==> config.mk <==
export PLATFORM = sky130hd
export DESIGN_NAME = alu_muldiv
export DESIGN_NICKNAME = d
export VERILOG_FILES = /design/src/rtl/alu_muldiv_pkg.sv /design/src/rtl/alu_muldiv_sign_fix.sv /design/src/rtl/alu_muldiv.sv
export SDC_FILE = /design/constraint.sdc
export NUM_CORES = 1
export LEC_CHECK = 0
export BUFFER_PORTS_ARGS = -buffer_cell sky130_fd_sc_hd__buf_4
export CELL_PAD_IN_SITES_DETAIL_PLACEMENT = 1
export CELL_PAD_IN_SITES_GLOBAL_PLACEMENT = 1
export CORE_MARGIN = 2
export CORE_UTILIZATION = 50
export CTS_CLUSTER_SIZE = 12
export DETAILED_ROUTE_END_ITERATION = 6
export PLACE_DENSITY = 0.89
export SETUP_SLACK_MARGIN = 0.5
export SYNTH_ARGS = -nofsm -noshare
export SYNTH_HDL_FRONTEND = slang
export SYNTH_HIERARCHICAL = 1
export SYNTH_SLANG_ARGS = --single-unit
==> constraint.sdc <==
create_clock -name clk -period 7.8 [get_ports clk]
set_input_delay 1.56 -clock clk [delete_from_list [all_inputs] [get_ports clk]]
set_output_delay 1.56 -clock clk [all_outputs]
set_load 0.02 [all_outputs]
==> src/rtl/alu_muldiv_pkg.sv <==
// Shared op codes, FSM encoding and decode helper for the iterative mul/div unit.
package alu_muldiv_pkg;
  localparam logic [3:0] MULT  = 4'b1000;
  localparam logic [3:0] MULTU = 4'b1001;
  localparam logic [3:0] DIV   = 4'b1010;
  localparam logic [3:0] DIVU  = 4'b1011;

  typedef enum logic [1:0] {
    IDLE = 2'd0,
    CALC = 2'd1,
    SIGN = 2'd2
  } state_e;

  // bit1 selects divide, bit0 selects unsigned
  function automatic logic is_muldiv(input logic [3:0] op);
    return (op & 4'b1100) == 4'b1000;
  endfunction
endpackage

==> src/rtl/alu_muldiv_sign_fix.sv <==
// Combinational magnitude extraction on entry and sign restoration on exit.
module alu_muldiv_sign_fix (
  input  logic [31:0] a_i,
  input  logic [31:0] b_i,
  input  logic        signed_i,
  input  logic [63:0] acc_i,
  input  logic        is_div_i,
  input  logic        sa_i,
  input  logic        sb_i,
  input  logic        dbz_i,
  output logic        sa_o,
  output logic        sb_o,
  output logic [31:0] abs_a_o,
  output logic [31:0] abs_b_o,
  output logic [31:0] hi_o,
  output logic [31:0] lo_o
);
  logic [63:0] prod;
  logic [31:0] quo;
  logic [31:0] rem;

  assign sa_o    = signed_i & a_i[31];
  assign sb_o    = signed_i & b_i[31];
  assign abs_a_o = sa_o ? -a_i : a_i;
  assign abs_b_o = sb_o ? -b_i : b_i;

  assign prod = (sa_i ^ sb_i) ? -acc_i : acc_i;
  assign quo  = (sa_i ^ sb_i) ? -acc_i[31:0] : acc_i[31:0];
  // remainder follows the dividend; with B==0 this reproduces the original A
  assign rem  = sa_i ? -acc_i[63:32] : acc_i[63:32];

  always_comb begin
    hi_o = prod[63:32];
    lo_o = prod[31:0];
    if (is_div_i) begin
      hi_o = rem;
      lo_o = dbz_i ? 32'hFFFF_FFFF : quo;
    end
  end
endmodule

==> src/rtl/alu_muldiv.sv <==
// Iterative radix-2 multiply / restoring divide, 33-cycle fixed latency, HI/LO result.
module alu_muldiv
  import alu_muldiv_pkg::*;
(
  input  logic        clk,
  input  logic        rst_n,
  input  logic        start,
  input  logic [3:0]  alu_op,
  input  logic [31:0] A,
  input  logic [31:0] B,
  output logic        busy,
  output logic        done,
  output logic [31:0] hi,
  output logic [31:0] lo,
  output logic        div_by_zero
);
  state_e      state_q, state_d;
  logic [63:0] acc_q, acc_d;
  logic [31:0] opb_q, opb_d;
  logic [4:0]  cnt_q, cnt_d;
  logic        is_div_q, is_div_d;
  logic        sa_q, sa_d, sb_q, sb_d;
  logic        dbz_q, dbz_d;
  logic [31:0] hi_q, hi_d, lo_q, lo_d;
  logic        done_q, done_d;
  logic        div_by_zero_q, div_by_zero_d;

  logic        sa_in, sb_in;
  logic [31:0] abs_a, abs_b, fix_hi, fix_lo;
  logic [32:0] add_s, sub_s;

  alu_muldiv_sign_fix u_sign_fix (
    .a_i      (A),
    .b_i      (B),
    .signed_i (~alu_op[0]),
    .acc_i    (acc_q),
    .is_div_i (is_div_q),
    .sa_i     (sa_q),
    .sb_i     (sb_q),
    .dbz_i    (dbz_q),
    .sa_o     (sa_in),
    .sb_o     (sb_in),
    .abs_a_o  (abs_a),
    .abs_b_o  (abs_b),
    .hi_o     (fix_hi),
    .lo_o     (fix_lo)
  );

  // multiply: add into upper half then shift right; divide: trial-subtract the shifted remainder
  assign add_s = {1'b0, acc_q[63:32]} + {1'b0, opb_q};
  assign sub_s = acc_q[63:31] - {1'b0, opb_q};

  always_comb begin
    state_d       = state_q;
    acc_d         = acc_q;
    opb_d         = opb_q;
    cnt_d         = cnt_q;
    is_div_d      = is_div_q;
    sa_d          = sa_q;
    sb_d          = sb_q;
    dbz_d         = dbz_q;
    hi_d          = hi_q;
    lo_d          = lo_q;
    done_d        = 1'b0;
    div_by_zero_d = div_by_zero_q;
    case (state_q)
      IDLE: if (start && is_muldiv(alu_op)) begin
        state_d       = CALC;
        cnt_d         = 5'd31;
        acc_d         = {32'd0, abs_a};
        opb_d         = abs_b;
        is_div_d      = alu_op[1];
        sa_d          = sa_in;
        sb_d          = sb_in;
        dbz_d         = alu_op[1] && (B == 32'd0);
        div_by_zero_d = 1'b0;
      end
      CALC: begin
        if (is_div_q)
          acc_d = sub_s[32] ? {acc_q[62:0], 1'b0} : {sub_s[31:0], acc_q[30:0], 1'b1};
        else
          acc_d = acc_q[0] ? {add_s, acc_q[31:1]} : {1'b0, acc_q[63:1]};
        cnt_d = cnt_q - 5'd1;
        if (cnt_q == 5'd0) state_d = SIGN;
      end
      SIGN: begin
        hi_d          = fix_hi;
        lo_d          = fix_lo;
        done_d        = 1'b1;
        div_by_zero_d = dbz_q;
        state_d       = IDLE;
      end
      default: state_d = IDLE;
    endcase
  end

  always_ff @(posedge clk or negedge rst_n) begin
    if (!rst_n) begin
      state_q       <= IDLE;
      acc_q         <= '0;
      opb_q         <= '0;
      cnt_q         <= '0;
      is_div_q      <= 1'b0;
      sa_q          <= 1'b0;
      sb_q          <= 1'b0;
      dbz_q         <= 1'b0;
      hi_q          <= '0;
      lo_q          <= '0;
      done_q        <= 1'b0;
      div_by_zero_q <= 1'b0;
    end else begin
      state_q       <= state_d;
      acc_q         <= acc_d;
      opb_q         <= opb_d;
      cnt_q         <= cnt_d;
      is_div_q      <= is_div_d;
      sa_q          <= sa_d;
      sb_q          <= sb_d;
      dbz_q         <= dbz_d;
      hi_q          <= hi_d;
      lo_q          <= lo_d;
      done_q        <= done_d;
      div_by_zero_q <= div_by_zero_d;
    end
  end

  assign busy        = (state_q != IDLE);
  assign done        = done_q;
  assign hi          = hi_q;
  assign lo          = lo_q;
  assign div_by_zero = div_by_zero_q;
endmodule

# After elaboration in Yosys (flattened, before gate mapping)
# Cells that the tools add are included.
# word_totals
in_bits	71
register_bits	173
wordCells	62
out_inout_bits	67
# classes
muxes	21
bitwise_logic	4
n_reduce_logical	12
add_sub_neg	8
eq_ne	5
# op_table
cell	n
two-way mux 64 bit	5
two-way mux 32 bit	7
negator 32 bit	4
case mux 64 bit (2 select lines)	1
negator 64 bit	1
adder 32 x 32 -> 33 bit	1
subtractor 33 x 32 -> 33 bit	1
logical NOT 32 bit	1
case mux 5 bit (2 select lines)	1
AND reduction 2 bit	4
nonzero test 2 bit	3
logical NOT 5 bit	1
two-way mux 5 bit	1
subtractor 5 x 1 -> 5 bit, second input constant	1
equality test 2 bit, second input constant	2
two-way mux 2 bit	2
inequality test 2 bit, second input constant	2
case mux 2 bit (2 select lines)	1
AND 1 bit	2
equality test 2 x 1 -> 1 bit, second input constant	1
logical AND 1 bit	2
logical NOT 2 bit	1
two-way mux 1 bit	2
case mux 1 bit (2 select lines)	1
other kinds (2)	2

# Depth between registers and ports, before layout
# Gate-level depths: netlist of run 1.
# depth
word_depth	5
depth_mapped	13
ltp_nobuf	12

# Modules after synthesis
# The synthesis of run 1 kept the hierarchy.
# by_module_without_submodules
module	instances	seq_area_each_um2	cells_per_inst	area_each_um2
alu_muldiv	1	4329.2	1274	11418.5
alu_muldiv_sign_fix	1	0.0	548	3414.5

# Worst setup path before layout of run 1
# Ideal clock, no wire load.
# synth_path
path_type	input-to-reg
start	in A[16]
end	reg acc_q[31]
path_slack_ps	4293
path_stages	8
setup_ps	82
arrival_time_ps	3425
required_time_ps	7718
n_path_buf	0
path_cell_list	or4_1 -> nor3_1 -> nand3_1 -> or4_1 -> o21a_1 -> nor2b_1 -> nand2_1 -> a31oi_1
# synth_between
elab_chain_cells	4
# synth_lines
item	line	source
start, declared	alu_muldiv.sv:9	input logic [31:0] A,
negator 32 bit	alu_muldiv_sign_fix.sv:24	assign abs_a_o = sa_o ? -a_i : a_i;
two-way mux 32 bit	alu_muldiv_sign_fix.sv:24	
via abs_a[31]	alu_muldiv.sv:29	logic [31:0] abs_a, abs_b, fix_hi, fix_lo;
two-way mux 64 bit	alu_muldiv.sv:67	IDLE: if (start && is_muldiv(alu_op)) begin
case mux 64 bit (2 select lines)	alu_muldiv.sv:66	case (state_q)
end signal, assigned	alu_muldiv.sv:100	acc_q <= '0;
end signal, assigned	alu_muldiv.sv:113	acc_q <= acc_d;
end, declared	alu_muldiv.sv:18	logic [63:0] acc_q, acc_d;
# The timed path passes the listed nets, and every way through them passes these cells. The select of a mux whose other input is x is not followed.
# A chain may end at the register's enable or synchronous reset.

# Final worst setup path of run 1
# layout_path
start	reg acc_q[31]
end	reg acc_q[38]
# layout_between
elab_chain_cells	4
# layout_lines
item	line	source
subtractor 33 x 32 -> 33 bit	alu_muldiv.sv:51	assign sub_s = acc_q[63:31] - {1'b0, opb_q};
two-way mux 64 bit	alu_muldiv.sv:80	acc_d = sub_s[32] ? {acc_q[62:0], 1'b0} : {sub_s[31:0], acc_q[30:0], 1'b1};
two-way mux 64 bit	alu_muldiv.sv:79	if (is_div_q)
case mux 64 bit (2 select lines)	alu_muldiv.sv:66	
# No other way between the ends.

==> impl_metrics.py, run 1 <==
metrics = {
    "detailed_routing": {
        "drt_wl_total_microns": 51900,
        "first_pass_iters": 6,
        "drtIter0Drc": 1164,
        "wl_per_cell_microns": 22.5,
        "drcViolationCount": 0,
        "vias": 14900,
        "ant_nets": 0,
        "vias_per_cell": 6.44,
    },
    "worst_hold_path": {
        "hp-start": "hi[27]",
        "hold_class": "reg -> reg",
    },
    "worst_setup_path": {
        "r2r_end": "acc_q[38]",
        "worst_r2r_path_depth": 13,
        "critical_path.startpoint": "acc_q[31]",
        "worstSetupEndpoint": "acc_q[38]",
        "critPathArrivalTime_ps": 4450,
        "crit_top_cell": "a21oi_1",
        "reg2reg_from": "acc_q[31]",
        "critPathMaxStageDelay_ps": 580,
        "crit_chain": "inv_1 -> ha_1 -> fa_1 -> nand2b_1 -> a21oi_1 -> o211ai_1 -> a211oi_2 -> o41ai_4 -> xnor2_2 -> buf_4 -> mux2_2 -> a21oi_1 -> o21ai_1",
        "path_delay_family": "compound AO/OA/AOI/OAI gates",
        "cpMaxStageDelayCell": "dfrtp_1",
        "critical_path_required_ps": 8090,
        "worst-path-stages": 13,
        "cp-end-kind": "register",
        "r2r_setup_slack_ps": 3640,
        "path_buf_inv": 2,
        "path_max_fanout": 18,
        "critical_path_class": "reg -> reg",
        "cp-start-kind": "register",
    },
    "synth": {
        "async_reset_ff_share_pct": 100,
        "postSynthCellCount": 1822,
        "synth_ff_type": "dfrtp_1",
        "ys.warnings.count": 6,
        "synth_edf_count": 0,
        "ys_types": 93,
        "netlist_area_sq_um": 14800,
        "synth_nets": 1965,
        "syn_avg_cell_area_sq_um": 8.14,
        "yosysSeqAreaShare_pct": 29.2,
        "synth-seq-cells": 173,
    },
    "timing": {
        "fmax_ghz": 0.240,
        "setup_violations": 0,
        "slew_headroom_pct": 31.3,
        "clock_skew_ps": 8.81,
        "fin_crit_ps": 4160,
        "drv_slew": 0,
        "tightest_slew_ps": 1020,
        "setup_ws_ps": 3640,
        "hold_viol": 0,
        "period_share_pct": 53.3,
        "hold_slack_ps": 508,
        "rsz0062_at_grt": "false",
        "setup_tns_ps": 0,
    },
    "pwr": {
        "pwr-share-clk_pct": 12.0,
        "p_sw_share_pct": 50.8,
        "total_power_mw": 8.16,
        "irDropWorstVdd_mv": 0.201,
        "power_density_nw_per_um2": 485,
        "p_switching_mw": 4.15,
        "combPwrFrac_pct": 63.4,
        "intPower_mw": 4.01,
        "leakage_nw": 7.29,
        "seqPwrFrac_pct": 24.6,
    },
    "flow_run": {
        "max-cap-violations": 0,
    },
    "layout": {
        "fin_cells": 2309,
        "fillCellCount": 3564,
        "seqCellArea_sq_um": 4330,
        "syn2layout_area_growth_pct": 13.4,
        "nets": 2049,
        "design_area_sq_um": 16800,
        "antennaDiodeCount": 0,
        "drive_above_1_share_pct": 15.5,
        "fin_util_pct": 57.2,
        "multi_input_area_sq_um": 9920,
    },
    "clock_tree": {
        "ctsHoldBuffers": 0,
        "cts_resized": 0,
        "cts.sinks": 173,
        "postCtsSetupBuffers": 0,
        "h-tree-depth": 4,
        "clk_latency_ps": 450,
        "cts_root_buf": "clkbuf_16",
        "cts_tree": "done",
        "numCtsBuffers": 17,
        "clock_path_buffers": 2,
        "path_clk_slew_ps": 70,
    },
    "grt": {
        "grt_util_all_layers_pct": 33.2,
        "grt_max_degree": 103,
        "grt_pass1_vias": 15100,
        "grt_first_pass_wirelength_microns": 81900,
        "antenna_found_initial": 0,
        "grt-ovfl-total": 0,
    },
    "floorplan": {
        "pin_count": 138,
        "die_area_sq_um": 31100,
        "num_rows": 63,
        "initial_utilization_pct": 50.4,
        "die_h_microns": 176,
        "die_w_microns": 176,
        "coreArea_sq_um": 29400,
    },
    "place": {
        "routabilityCongestion": 0.983,
        "post_dp_cell_area_sq_um": 16200,
        "pre_cts_ws_ps": 3630,
        "dp_hpwl_microns": 38400,
        "io_buffers": 137,
        "place_inst": 2277,
    },
    "run_status": {
        "status": "complete, no violations",
    },
}
[cell families (layout without fill, tap and decap cells)]
| logic type | Yosys count | count (layout) | synth area share (%) |
|---|---|---|---|
| and+or+nand+nor | 640 | 640 | 21.3 |
| AOI/OAI and AO/OA | 524 | 524 | 23.0 |
| DFF | 173 | 173 | 29.2 |
| xor gates and xnor gates | 169 | 169 | 9.98 |
| buffers and inverters | 161 | 258 | 4.16 |
| muxes | 83 | 83 | 6.17 |
| adders and majority gates | 72 | 72 | 6.17 |
[cell usage in the layout, fill, tap and decap left out, types with 11 or more instances in the layout]
cell	count
inv_1	73
nand3_1	24
ha_1	70
a211oi_1	44
or4_1	24
mux2_2	66
nand2_1	242
nor4_1	30
buf_4	151
nor2b_1	44
nor2_1	121
a21o_1	36
nand4_1	11
a21oi_1	120
o31ai_1	15
o21ai_1	12
xor2_1	85
or2_2	11
clkbuf_16	17
nor3_1	44
dfrtp_1	172
nand2b_1	16
o211ai_1	16
or3_1	16
xnor2_1	81
o21ai_0	108
mux2i_1	16
a31oi_1	65
[flip-flops by register name, summed over array words and instances, names as in the netlist]
register and count:
acc_q 64, cnt_q 5, dbz_q 1, div_by_zero 1
done 1, hi 32, is_div_q 1, lo 32
opb_q 32, sa_q 1, sb_q 1, state_q 2
[metal layers]
metal  GRT usage [%]  up-vias  wire length [microns]
li1                -     6770                      -
met1            42.8     7410                  21900
met2            56.6      575                  25100
met3            4.50      121                   3250
met4            12.5        0                   1660
met5               0        -                      0
[power by group through the flow]
stage	combinational, mW	clock, mW	sequential (mW)
global route	5.62	1.02	2.05
detailed placement	5.04	0	2.00
global placement	4.83	0	1.96
CTS	5.11	0.988	1.98
floorplan	3.48	0	1.89
finish	5.17	0.979	2.01
[Yosys cell counts, types with 9 or more instances]
library cell	instances	area, sq um
a211oi_1	44	330
a21o_1	36	270
a21oi_1	120	601
a31oi_1	65	407
and3_1	10	62.6
clkbuf_1	78	293
dfrtp_1	173	4330
ha_1	70	876
inv_1	73	274
mux2_2	66	743
mux2i_1	16	160
nand2_1	242	908
nand2b_1	17	106
nand3_1	24	120
nand4_1	11	68.8
nor2_1	121	454
nor2b_1	45	282
nor3_1	45	225
nor4_1	30	188
o211ai_1	16	120
o21a_1	9	67.6
o21ai_0	108	541
o21ai_1	12	60.1
o22ai_1	10	62.6
o31ai_1	15	113
or2_2	11	68.8
or3_1	16	100
or4_1	24	180
xnor2_1	84	736
xor2_1	85	744
[worst reg2reg max path, stage by stage (launching register included)]
cell and delay (ps):
dfrtp_1 580, inv_1 120, ha_1 240, fa_1 400, nand2b_1 200, a21oi_1 310
o211ai_1 260, a211oi_2 370, o41ai_4 180, xnor2_2 350, buf_4 330, mux2_2 380
a21oi_1 190, o21ai_1 90
[cell type report]
class                           count  share of cell area [%]
Timing Repair Buffer              152                    6.80
Tap cell                          390                    2.90
Clock buffer                       22                    2.82
Clock inverter                     10                    1.10
Sequential cell                   173                    25.7
Inverter                           74                    1.65
Multi-Input combinational cell   1488                    59.0
[worst min path at each step]
stage,to,slack (ps),depth (start not counted)
final,hi[27],510,1
after global routing,hi[24],530,1
after CTS,hi[27],510,1
after detailed placement,hi[27],500,1
after global placement,cnt_q[0],490,1
after floorplan,cnt_q[0],460,1
Note: power is estimated with default switching activity, not from simulation.
==> run 2: changes to the inputs <==
CORE_UTILIZATION = 42   (was 50)
PLACE_DENSITY = 0.8   (was 0.89)
clock period = 3.77 ns   (was 7.8 ns; I/O delays follow)
==> impl_metrics.py, run 2 (synthesis results as in run 1) <==
metrics = {
    "run_status": {
        "status": "complete, no violations",
    },
    "timing": {
        "fmax_ghz": 0.312,
        "hold_viol": 0,
        "clock_skew_ps": 16.8,
        "setup_tns_ps": 0,
        "rsz0062_at_grt": "true",
        "tightest_slew_ps": 952,
        "drv_slew": 0,
        "fin_crit_ps": 3200,
        "period_share_pct": 85.0,
        "slew_headroom_pct": 36.4,
        "setup_violations": 0,
    },
    "layout": {
        "antennaDiodeCount": 0,
        "layout_commonest_cell": "nand2_1",
        "regMostFlops": "acc_q",
        "final_cell_mix": "242 x nand2_1, 210 x buf_4, 170 x dfrtp_1",
        "drive_above_1_share_pct": 19.9,
        "largest_register_ffs": 64,
        "syn2layout_area_growth_pct": 19.1,
        "fin_cells": 2442,
        "fin_util_pct": 51.0,
        "nets": 2117,
    },
    "worst_setup_path": {
        "cp-end-kind": "register",
        "critical_path_class": "reg -> reg",
        "critical_path_required_ps": 4100,
        "cp-start-kind": "register",
        "path_max_fanout": 5,
        "critPathArrivalTime_ps": 3530,
    },
    "worst_hold_path": {
        "hold_class": "in -> async",
    },
    "detailed_routing": {
        "wl_met3_microns": 3130,
        "ant_nets": 0,
        "first_pass_iters": 5,
        "drcViolationCount": 0,
        "wl_met1_microns": 23800,
        "vias_per_cell": 6.13,
        "drtIter0Drc": 931,
        "top_layer": "met4",
        "drt_wl_total_microns": 53900,
        "vias": 15000,
        "wl_per_cell_microns": 22.1,
        "wl_met2_microns": 25100,
    },
    "clock_tree": {
        "cts_root_buf": "clkbuf_16",
        "ctsHoldBuffers": 0,
        "path_clk_slew_ps": 90,
        "clk_latency_ps": 470,
        "clock_path_buffers": 2,
        "numCtsBuffers": 17,
        "cts.sinks": 173,
        "cts_tree": "done",
        "h-tree-depth": 4,
    },
    "grt": {
        "grt_max_degree": 100,
        "antenna_found_initial": 0,
        "grt_util_all_layers_pct": 29.1,
        "grt-ovfl-total": 0,
        "grt_first_pass_wirelength_microns": 83800,
        "grt_pass1_vias": 15200,
    },
    "place": {
        "routabilityCongestion": 0.917,
        "dp_hpwl_microns": 40700,
        "io_buffers": 137,
        "place_inst": 2392,
    },
    "floorplan": {
        "pin_count": 138,
        "coreArea_sq_um": 34600,
        "die_w_microns": 192,
        "initial_utilization_pct": 42.8,
        "die_area_sq_um": 36800,
        "num_rows": 68,
        "die_h_microns": 192,
    },
    "pwr": {
        "irDropWorstVdd_mv": 0.487,
        "seqPwrFrac_pct": 20.7,
        "p_sw_share_pct": 50.8,
        "intPower_mw": 8.83,
        "combPwrFrac_pct": 68.5,
        "power_density_nw_per_um2": 1020,
        "leakage_nw": 7.66,
        "pwr-share-clk_pct": 10.9,
        "p_switching_mw": 9.11,
    },
    "flow_run": {
        "max-cap-violations": 0,
    },
}
==> run 2: power by group through the flow <==
stage | combinational [mW] | clock [mW] | sequential [mW]
6_report | 12.3 | 1.95 | 3.70
5_1_grt | 13.3 | 2.04 | 3.82
3_3_place_gp | 10.9 | 0 | 3.66
3_5_place_dp | 11.3 | 0 | 3.71
4_1_cts | 11.5 | 1.97 | 3.69
2_1_floorplan | 7.21 | 0 | 3.91
==> run 2: worst paths after layout <==
| check | start | end | slack [ps] | cells past startpoint |
|---|---|---|---|---|
| worst max-delay path | acc_q[31] | acc_q[41] | 570 | 15 |
| worst min-delay path | rst_n | hi[31] | 160 | 1 |
| worst max register to register | acc_q[31] | acc_q[41] | 570 | 15 |
| worst min register to register | cnt_q[0] | cnt_q[0] | 500 | 1 |
| max in group asynchronous | rst_n | lo[11] | 2760 | 2 |
| min in group clk | cnt_q[0] | cnt_q[0] | 500 | 1 |
==> run 2: layout make-up <==
| type | instances | area, sq um |
|---|---|---|
| fillers | 4119 | 17000 |
| multi-input cells | 1488 | 10100 |
| flip-flops and latches | 173 | 4340 |
| repair buffers | 220 | 1730 |
| well taps | 455 | 569 |
| clock buffers | 17 | 425 |
| inverters | 74 | 278 |
| clock inverters | 15 | 205 |
==> run 2: timing repair <==
item	CTS	global route
pin swaps	5	13
resized for setup	9	33
setup buffers	5	13
setup endpoints to repair	28	40
==> run 2: metal layers <==
metal | up-vias | GRT usage (%)
met4 | 0 | 11.7
met2 | 530 | 47.7
met1 | 7412 | 39.3
met3 | 111 | 3.05
met5 | - | 0
li1 | 6919 | -
==> run 2: metrics by stage <==
stage	cell area, sq um	power (mW)	worst slack [ps]	hold slack (ps)
after detailed placement	16700	15.0	266	495
after global placement	16700	14.6	284	484
after floorplan	14800	11.1	521	458
after CTS	17400	17.2	466	169
after global routing	17700	19.1	419	183
final	17700	17.9	567	164
==> run 2: worst max-delay path, stage by stage, from the launching register on <==
cell and delay [ps]:
dfrtp_1 360, inv_1 70, ha_2 200, fa_2 410, nand2b_4 170, a21oi_4 170
o211ai_1 210, a211oi_2 220, buf_4 160, o41ai_4 60, buf_6 160, xnor2_4 220
buf_6 160, buf_12 100, mux2i_1 220, o221ai_1 170
